--- config.mk ---
export PLATFORM = sky130hd
export DESIGN_NAME = f1_light_seq
export DESIGN_NICKNAME = d
export VERILOG_FILES = /design/src/rtl/f1_light_seq.sv
export SDC_FILE = /design/constraint.sdc
export NUM_CORES = 1
export LEC_CHECK = 0
export CAP_MARGIN = 0
export CORE_ASPECT_RATIO = 0.7
export CORE_MARGIN = 1
export CORE_UTILIZATION = 50
export DETAILED_ROUTE_END_ITERATION = 16
export PLACE_DENSITY = 0.73
export SETUP_SLACK_MARGIN = 0.3
export SLEW_MARGIN = 20
export SYNTH_ARGS = -nofsm -noshare
export SYNTH_HDL_FRONTEND = slang
export SYNTH_SLANG_ARGS = --single-unit
--- constraint.sdc ---
create_clock -name clk -period 1.8 [get_ports clk]
set_input_delay 0.36 -clock clk [delete_from_list [all_inputs] [get_ports clk]]
set_output_delay 0.36 -clock clk [all_outputs]
set_load 0.02 [all_outputs]
--- src/rtl/f1_light_seq.sv ---
// F1 start-light sequencer: N-light fill, LFSR-random hold, lights-out, reaction timing.
// Optional jump-start detection (FAULT state) is enabled by defining F1_JUMP_START_EN.
module f1_light_seq #(
  parameter int N_LIGHTS = 8,
  parameter int HOLD_W   = 4,
  parameter int HOLD_MIN = 2,
  parameter int REACT_W  = 16
) (
  input  logic                clk,
  input  logic                rst,
  input  logic                tick,
  input  logic                trigger,
  input  logic                react,
  output logic [N_LIGHTS-1:0] lights,
  output logic                cmd_seq,
  output logic                cmd_delay,
  output logic                busy,
  output logic [REACT_W-1:0]  reaction_time,
  output logic                result_valid,
  output logic                jump_start
);

`ifdef F1_JUMP_START_EN
  localparam bit JS_EN = 1'b1;
`else
  localparam bit JS_EN = 1'b0;
`endif

  localparam logic [REACT_W-1:0] REACT_ONE = 1;

  typedef enum logic [2:0] {IDLE, FILL, HOLD, OUT, DONE, FAULT} state_t;

  state_t             state;
  logic [15:0]        lfsr;
  logic [8:0]         hold_cnt;
  logic [REACT_W-1:0] react_cnt;
  logic               lfsr_fb;
  logic [8:0]         hold_load;

  assign lfsr_fb   = lfsr[15] ^ lfsr[13] ^ lfsr[12] ^ lfsr[10];
  assign hold_load = 9'(HOLD_MIN) + 9'(lfsr[HOLD_W-1:0]);

  assign cmd_seq    = (state == IDLE) || (state == FILL);
  assign cmd_delay  = (state == HOLD);
  assign busy       = (state == FILL) || (state == HOLD) || (state == OUT);
  assign jump_start = JS_EN && (state == FAULT);

  always_ff @(posedge clk) begin
    if (rst) begin
      state         <= IDLE;
      lights        <= '0;
      reaction_time <= '0;
      result_valid  <= 1'b0;
      lfsr          <= 16'hACE1;
      hold_cnt      <= '0;
      react_cnt     <= '0;
    end else begin
      lfsr         <= {lfsr[14:0], lfsr_fb};
      result_valid <= 1'b0;
      unique case (state)
        IDLE: begin
          if (trigger) state <= FILL;
        end
        // A press during FILL/HOLD beats any tick arriving in the same cycle.
        FILL: begin
          if (JS_EN && react) begin
            state  <= FAULT;
            lights <= '1;
          end else if (tick) begin
            lights <= {lights[N_LIGHTS-2:0], 1'b1};
            if (&lights[N_LIGHTS-2:0]) begin
              state    <= HOLD;
              hold_cnt <= hold_load;
            end
          end
        end
        HOLD: begin
          if (JS_EN && react) begin
            state <= FAULT;
          end else if (tick) begin
            if (hold_cnt == '0) begin
              state     <= OUT;
              lights    <= '0;
              react_cnt <= '0;
            end else begin
              hold_cnt <= hold_cnt - 9'd1;
            end
          end
        end
        // reaction_time captures the pre-increment count, so an immediate press reads 0.
        OUT: begin
          if (react_cnt != '1) react_cnt <= react_cnt + REACT_ONE;
          if (react) begin
            state         <= DONE;
            reaction_time <= react_cnt;
            result_valid  <= 1'b1;
          end
        end
        DONE: begin
          state <= IDLE;
        end
        FAULT: begin
          if (trigger) begin
            state  <= IDLE;
            lights <= '0;
          end
        end
        default: begin
          state <= IDLE;
        end
      endcase
    end
  end

endmodule

# Word-level counts from Yosys, hierarchy flattened
# Index checks and enable logic that the tools add are counted.
[totals]
register_bits = 69
input_bits = 5
out_inout_bits = 29
wordCells = 66
[classes]
n_addsub = 3
eq_ne = 14
mux = 23
bitwise = 4
reduce_logical = 15
[op_table]
columns = ["operator", "count"]
rows = [
  ["16-bit two-way mux", 3],
  ["9-bit two-way mux", 4],
  ["8-bit two-way mux", 4],
  ["16-bit case mux with 2 select lines", 1],
  ["8-bit case mux with 3 select lines", 1],
  ["3-bit two-way mux", 7],
  ["9-bit case mux with 2 select lines", 1],
  ["16-bit by 1-bit adder with 16-bit output (second input constant)", 1],
  ["16-bit inequality test (second input constant)", 1],
  ["3-bit case mux with 5 select lines", 1],
  ["7-bit AND reduction", 2],
  ["2-bit inequality test (second input constant)", 6],
  ["5-bit AND reduction", 2],
  ["9-bit zero test", 1],
  ["9-bit by 1-bit subtractor with 9-bit output (second input constant)", 1],
  ["3-bit by 2-bit equality test with 1-bit output (second input constant)", 2],
  ["2-bit by 1-bit inequality test with 1-bit output (second input constant)", 3],
  ["2-bit by 4-bit adder with 5-bit output (first input constant)", 1],
  ["4-bit AND reduction", 1],
  ["2-bit nonzero test", 2],
  ["3-bit by 1-bit equality test with 1-bit output (second input constant)", 1],
  ["3-bit equality test (second input constant)", 1],
  ["3-bit zero test", 1],
  ["1-bit logical OR", 3],
  ["6 further kinds", 8],
]

# Longest topological paths before layout
[logic_depth]
word_depth = 4
mapped_depth = 9
ltp_nobuf = 7

# Worst setup path before layout
# Ideal clock, no wire load.
[synth_path]
path_kind = "reg2reg"
startpoint = "reg hold_cnt[0]"
endpoint = "reg hold_cnt[0]"
setup_ns = 0.132
t_arrival_ns = 1.661
required_time_ns = 1.668
setup_slack_ns = 0.007
path_stages_with_launch = 8
path_buffers = 0
period_less_slack_ns = 1.793
path_cell_list = "dfxtp_1 > inv_1 > ha_1 > nor4b_4 > nand2_1 > a31oi_4 > mux2i_1 > a21oi_1"
[synth_between]
elab_chain_len = 4
word_cells_on_any_way = 7
classes_between = "add/sub (1); eq/ne (1); mux (3); reduce/logical (2)"
[synth_lines]
columns = ["item", "line", "rtl"]
rows = [
  ["start, declared", "35", "logic [8:0] hold_cnt;"],
  ["start signal, assigned", "73", "hold_cnt <= hold_load;"],
  ["start signal, assigned", "86", "hold_cnt <= hold_cnt - 9'd1;"],
  ["9-bit by 1-bit subtractor with 9-bit output", "86", ""],
  ["9-bit two-way mux", "81", "if (hold_cnt == '0) begin"],
  ["9-bit two-way mux", "80", "end else if (tick) begin"],
  ["9-bit case mux with 2 select lines", "60", "unique case (state)"],
]
# Several ways; a longest one is shown, not always the timed one. The select of a mux whose other input is x is not followed.
# A chain may end at the register's enable or synchronous reset.

# Final worst setup path
[layout_path]
startpoint = "reg hold_cnt[1]"
endpoint = "reg hold_cnt[0]"
[layout_between]
elab_chain_len = 3
[layout_lines]
columns = ["item", "line"]
rows = [
  ["9-bit zero test", "81"],
  ["2-bit inequality test (no source line)", "--"],
  ["5-bit AND reduction (no source line)", "--"],
]
# Every way passes these cells.

==> flow_metrics.py <==
metrics = {
    "place": {
        "dp_hpwl_mm": 5.306,
        "placed_area_um2": 3857,
        "gp_congestion": 0.8593,
        "io_buffers": 32,
    },
    "pwr": {
        "leakage_nw": 2.188,
        "internal-power_mw": 2.870,
        "powerDensity_nw_per_um2": 865.8,
        "swShare": 0.3287,
        "p_clk_frac": 0.308,
        "net-switching-power_mw": 1.406,
        "vdd_drop_max_mv": 0.8491,
        "p_comb_frac": 0.306,
        "power.total_mw": 4.276,
        "p_seq_frac": 0.386,
    },
    "worst_setup_path": {
        "crit_path_start_kind": "register",
        "cp_max_fo": 8,
        "worstPathArrival_ns": 2.09,
        "cpMaxStageDelayCell": "nor4b_4",
        "crit_type": "register to register",
        "cp_num_buf_inv": 2,
        "slowest_delay_ns": 0.36,
        "crit_path_cell_trace": "inv_2 -> ha_4 -> nor4b_4 -> nand2_2 -> a31oi_4 -> buf_6 -> mux2i_1 -> a21oi_1",
        "endpoint_kind": "register",
        "critPathRequiredTime_ns": 2.03,
        "cpLargestDelayFamily": "simple AND/OR/NAND/NOR gates",
    },
    "floorplanning": {
        "coreArea_um2": 5813,
        "start_util": 0.5288,
        "io_pins": 34,
        "die_h_um": 67.61,
        "die_x_um": 95.72,
        "num_rows": 23,
        "die_area_um2": 6471,
    },
    "grt": {
        "track_usage": 0.2864,
        "grt_pass1_wl_mm": 13.70,
        "grt_pass1_vias": 2789,
        "grt_antenna_before_repair": 0,
        "grt-ovfl-total": 0,
        "grt_max_degree": 23,
    },
    "sta": {
        "final.period_utilization": 1.035,
        "timing.final.hold_violations": 0,
        "setup_viol": 7,
        "rsz0062_at_grt": "true",
        "hold_ws_ns": 0.3218,
        "finalMaxSlewViolations": 0,
        "min_period_ns": 1.863,
        "setup_slack_ns": -0.06338,
        "fmax_ghz": 0.5367,
        "worst_slew_pin_slew_ns": 0.5208,
        "fin_skew_ns": 0.007315,
        "final.setup.tns_ns": -0.1883,
        "slew-limit-headroom": 0.6524,
    },
    "synth": {
        "synthSimpleGateAreaFrac": 0.2788,
        "synth_top_family_by_area": "simple AND/OR/NAND/NOR gates",
        "syn_area_um2": 3074,
        "synth.area.mux_share": 0.01302,
        "synthXorXnorAreaFrac": 0.03419,
        "yosys-top-cells-area": "dfxtp_1 (45%), nand2_1 (5.7%), a21oi_1 (4.7%), nor2_1 (4.2%), nand4_1 (2.6%)",
        "synth_fa_ha_area_frac": 0.01221,
        "ys_ff_latch": 69,
        "synth_edf_count": 0,
        "yosysSeqAreaShare": 0.4493,
        "avgSynthCellArea_um2": 8.635,
        "ys.flop_type": "dfxtp_1",
        "synth_top_area_cell": "dfxtp_1",
        "synth_compound_area_frac": 0.1628,
        "syn-instance-count": 356,
        "ys_async_sr_fraction": 0,
        "ys_types": 56,
        "synth_warnings": 0,
        "syn_nets": 364,
        "synth_top_area_share": 0.4493,
    },
    "min_path": {
        "worstHoldPathType": "input pin to register",
    },
    "detailed_routing": {
        "viasPerCell": 6.229,
        "num_vias": 3401,
        "drt-pass1-iter-count": 6,
        "first_iter_violations": 403,
        "avgRoutedWirePerCell_um": 21.69,
        "ant_nets": 0,
        "postRouteWirelength_mm": 11.84,
        "drc_errors": 0,
    },
    "clock_tree": {
        "cts_made_buffers": 9,
        "cts-root-buf": "clkbuf_8",
        "ctsHoldBuffers": 0,
        "cts_max_level": 3,
        "clock_latency_ns": 0.36,
        "cts_tree": "done",
        "cts_buffer_depth": 2,
        "path_clk_slew_ns": 0.07,
        "cts.sinks": 69,
    },
    "outcome": {
        "status": "finished with violations",
        "violations": "setup timing",
    },
    "layout": {
        "n_antenna_cell": 0,
        "area_delta_synth_final_pct": 60.64,
        "design_area_um2": 4938,
        "drive_above_1_share": 0.5074,
        "fin_nets": 474,
    },
    "flow_run": {
        "cap_viol_max_count": 0,
    },
}
metrics by stage:
| stage | std cells | utilization | setup WS [ns] |
|---|---|---|---|
| CTS | 523 | 0.7540 | 0.04802 |
| finish | 546 | 0.8495 | -0.06338 |
| global route | 546 | 0.8495 | -0.1623 |
| floorplan | 356 | - | 0.1136 |
| detailed placement | 486 | 0.6636 | -0.1765 |
| global placement | 486 | 0.6636 | -0.1446 |
cell families after synthesis:
| group | count (synthesis) |
|---|---|
| flops | 69 |
| simple gates | 161 |
| mux | 4 |
| fa+ha+maj | 3 |
| other cells | 1 |
| xor+xnor | 12 |
| buf+inv | 33 |
| compound gates | 73 |
worst register-to-register path, cell delays in order, from the launching register on:
cell     delay [ns]
dfxtp_2        0.33
inv_2          0.07
ha_4           0.13
nor4b_4        0.36
nand2_2        0.15
a31oi_4        0.18
buf_6          0.17
mux2i_1        0.25
a21oi_1        0.11
flip-flops by register name (all words and copies together), names as in the netlist:
name	count
react_cnt	16
reaction_time	16
lights	8
lfsr	16
result_valid	1
hold_cnt	9
state	3
power by group through the flow:
stage | combinational, mW | clock [mW] | sequential, mW
6_report | 1.31 | 1.32 | 1.65
5_1_grt | 1.36 | 1.38 | 1.65
4_1_cts | 1.01 | 1.29 | 1.63
3_5_place_dp | 0.824 | 0 | 1.66
3_3_place_gp | 0.805 | 0 | 1.66
2_1_floorplan | 0.568 | 0 | 1.66
path summary, 6_finish.rpt:
| kind | from | to | slack [ns] | cells past startpoint |
|---|---|---|---|---|
| max | hold_cnt[1] | hold_cnt[0] | -0.06 | 8 |
| min | rst | reaction_time[10] | 0.32 | 2 |
| max reg2reg | hold_cnt[1] | hold_cnt[0] | -0.06 | 8 |
| min reg2reg | lfsr[4] | lfsr[5] | 0.42 | 1 |
per-layer routing:
| layer | routed length [µm] | part of all wire | GRT usage | up-vias |
|---|---|---|---|---|
| met5 | 0 | 0 | 0 | - |
| met4 | 529 | 0.045 | 0.1101 | 0 |
| met3 | 1183 | 0.10 | 0.07658 | 66 |
| met2 | 5375 | 0.45 | 0.4536 | 250 |
| met1 | 4757 | 0.40 | 0.3743 | 1608 |
| li1 | - | - | - | 1477 |
repair_timing:
item | in CTS | in global routing
pin swaps | 33 | 37
buffers inserted | 20 | 21
gates cloned | 1 | 2
endpoints found under the setup margin | 80 | 59
resized for setup | 91 | 111
cell usage in the layout (no fill, tap or decap), types with 10 or more instances in the layout:
master	n
a21oi_1	11
a21oi_2	18
buf_4	64
buf_6	20
clkbuf_8	10
dfxtp_1	56
dlygate4sd2_1	18
nand2_1	21
nand2_2	10
nand2_4	15
nand3_1	10
nand4_1	13
nor2_1	28
synthesized netlist by cell type, types with 3 or more instances:
master,instances
a21oi_1,29
a22oi_1,7
a31oi_1,3
a32oi_1,3
buf_2,5
clkbuf_1,14
dfxtp_1,69
ha_1,3
inv_1,9
mux2i_1,4
nand2_1,47
nand3_1,15
nand3b_1,3
nand4_1,13
nor2_1,34
nor2b_1,9
nor3_1,6
o211ai_1,3
o21ai_0,11
or2_2,9
or4_1,6
xnor2_1,6
xor2_1,6
layout make-up:
type | count | area [µm²]
Sequential cell | 69 | 1408
Clock buffer | 10 | 137.6
Timing Repair Buffer | 122 | 1094
Tap cell | 75 | 93.84
Inverter | 10 | 42.54
Fill cell | 291 | 874.6
Clock inverter | 6 | 60.06
Multi-Input combinational cell | 254 | 2103
Power figures use the tool's default switching activity.
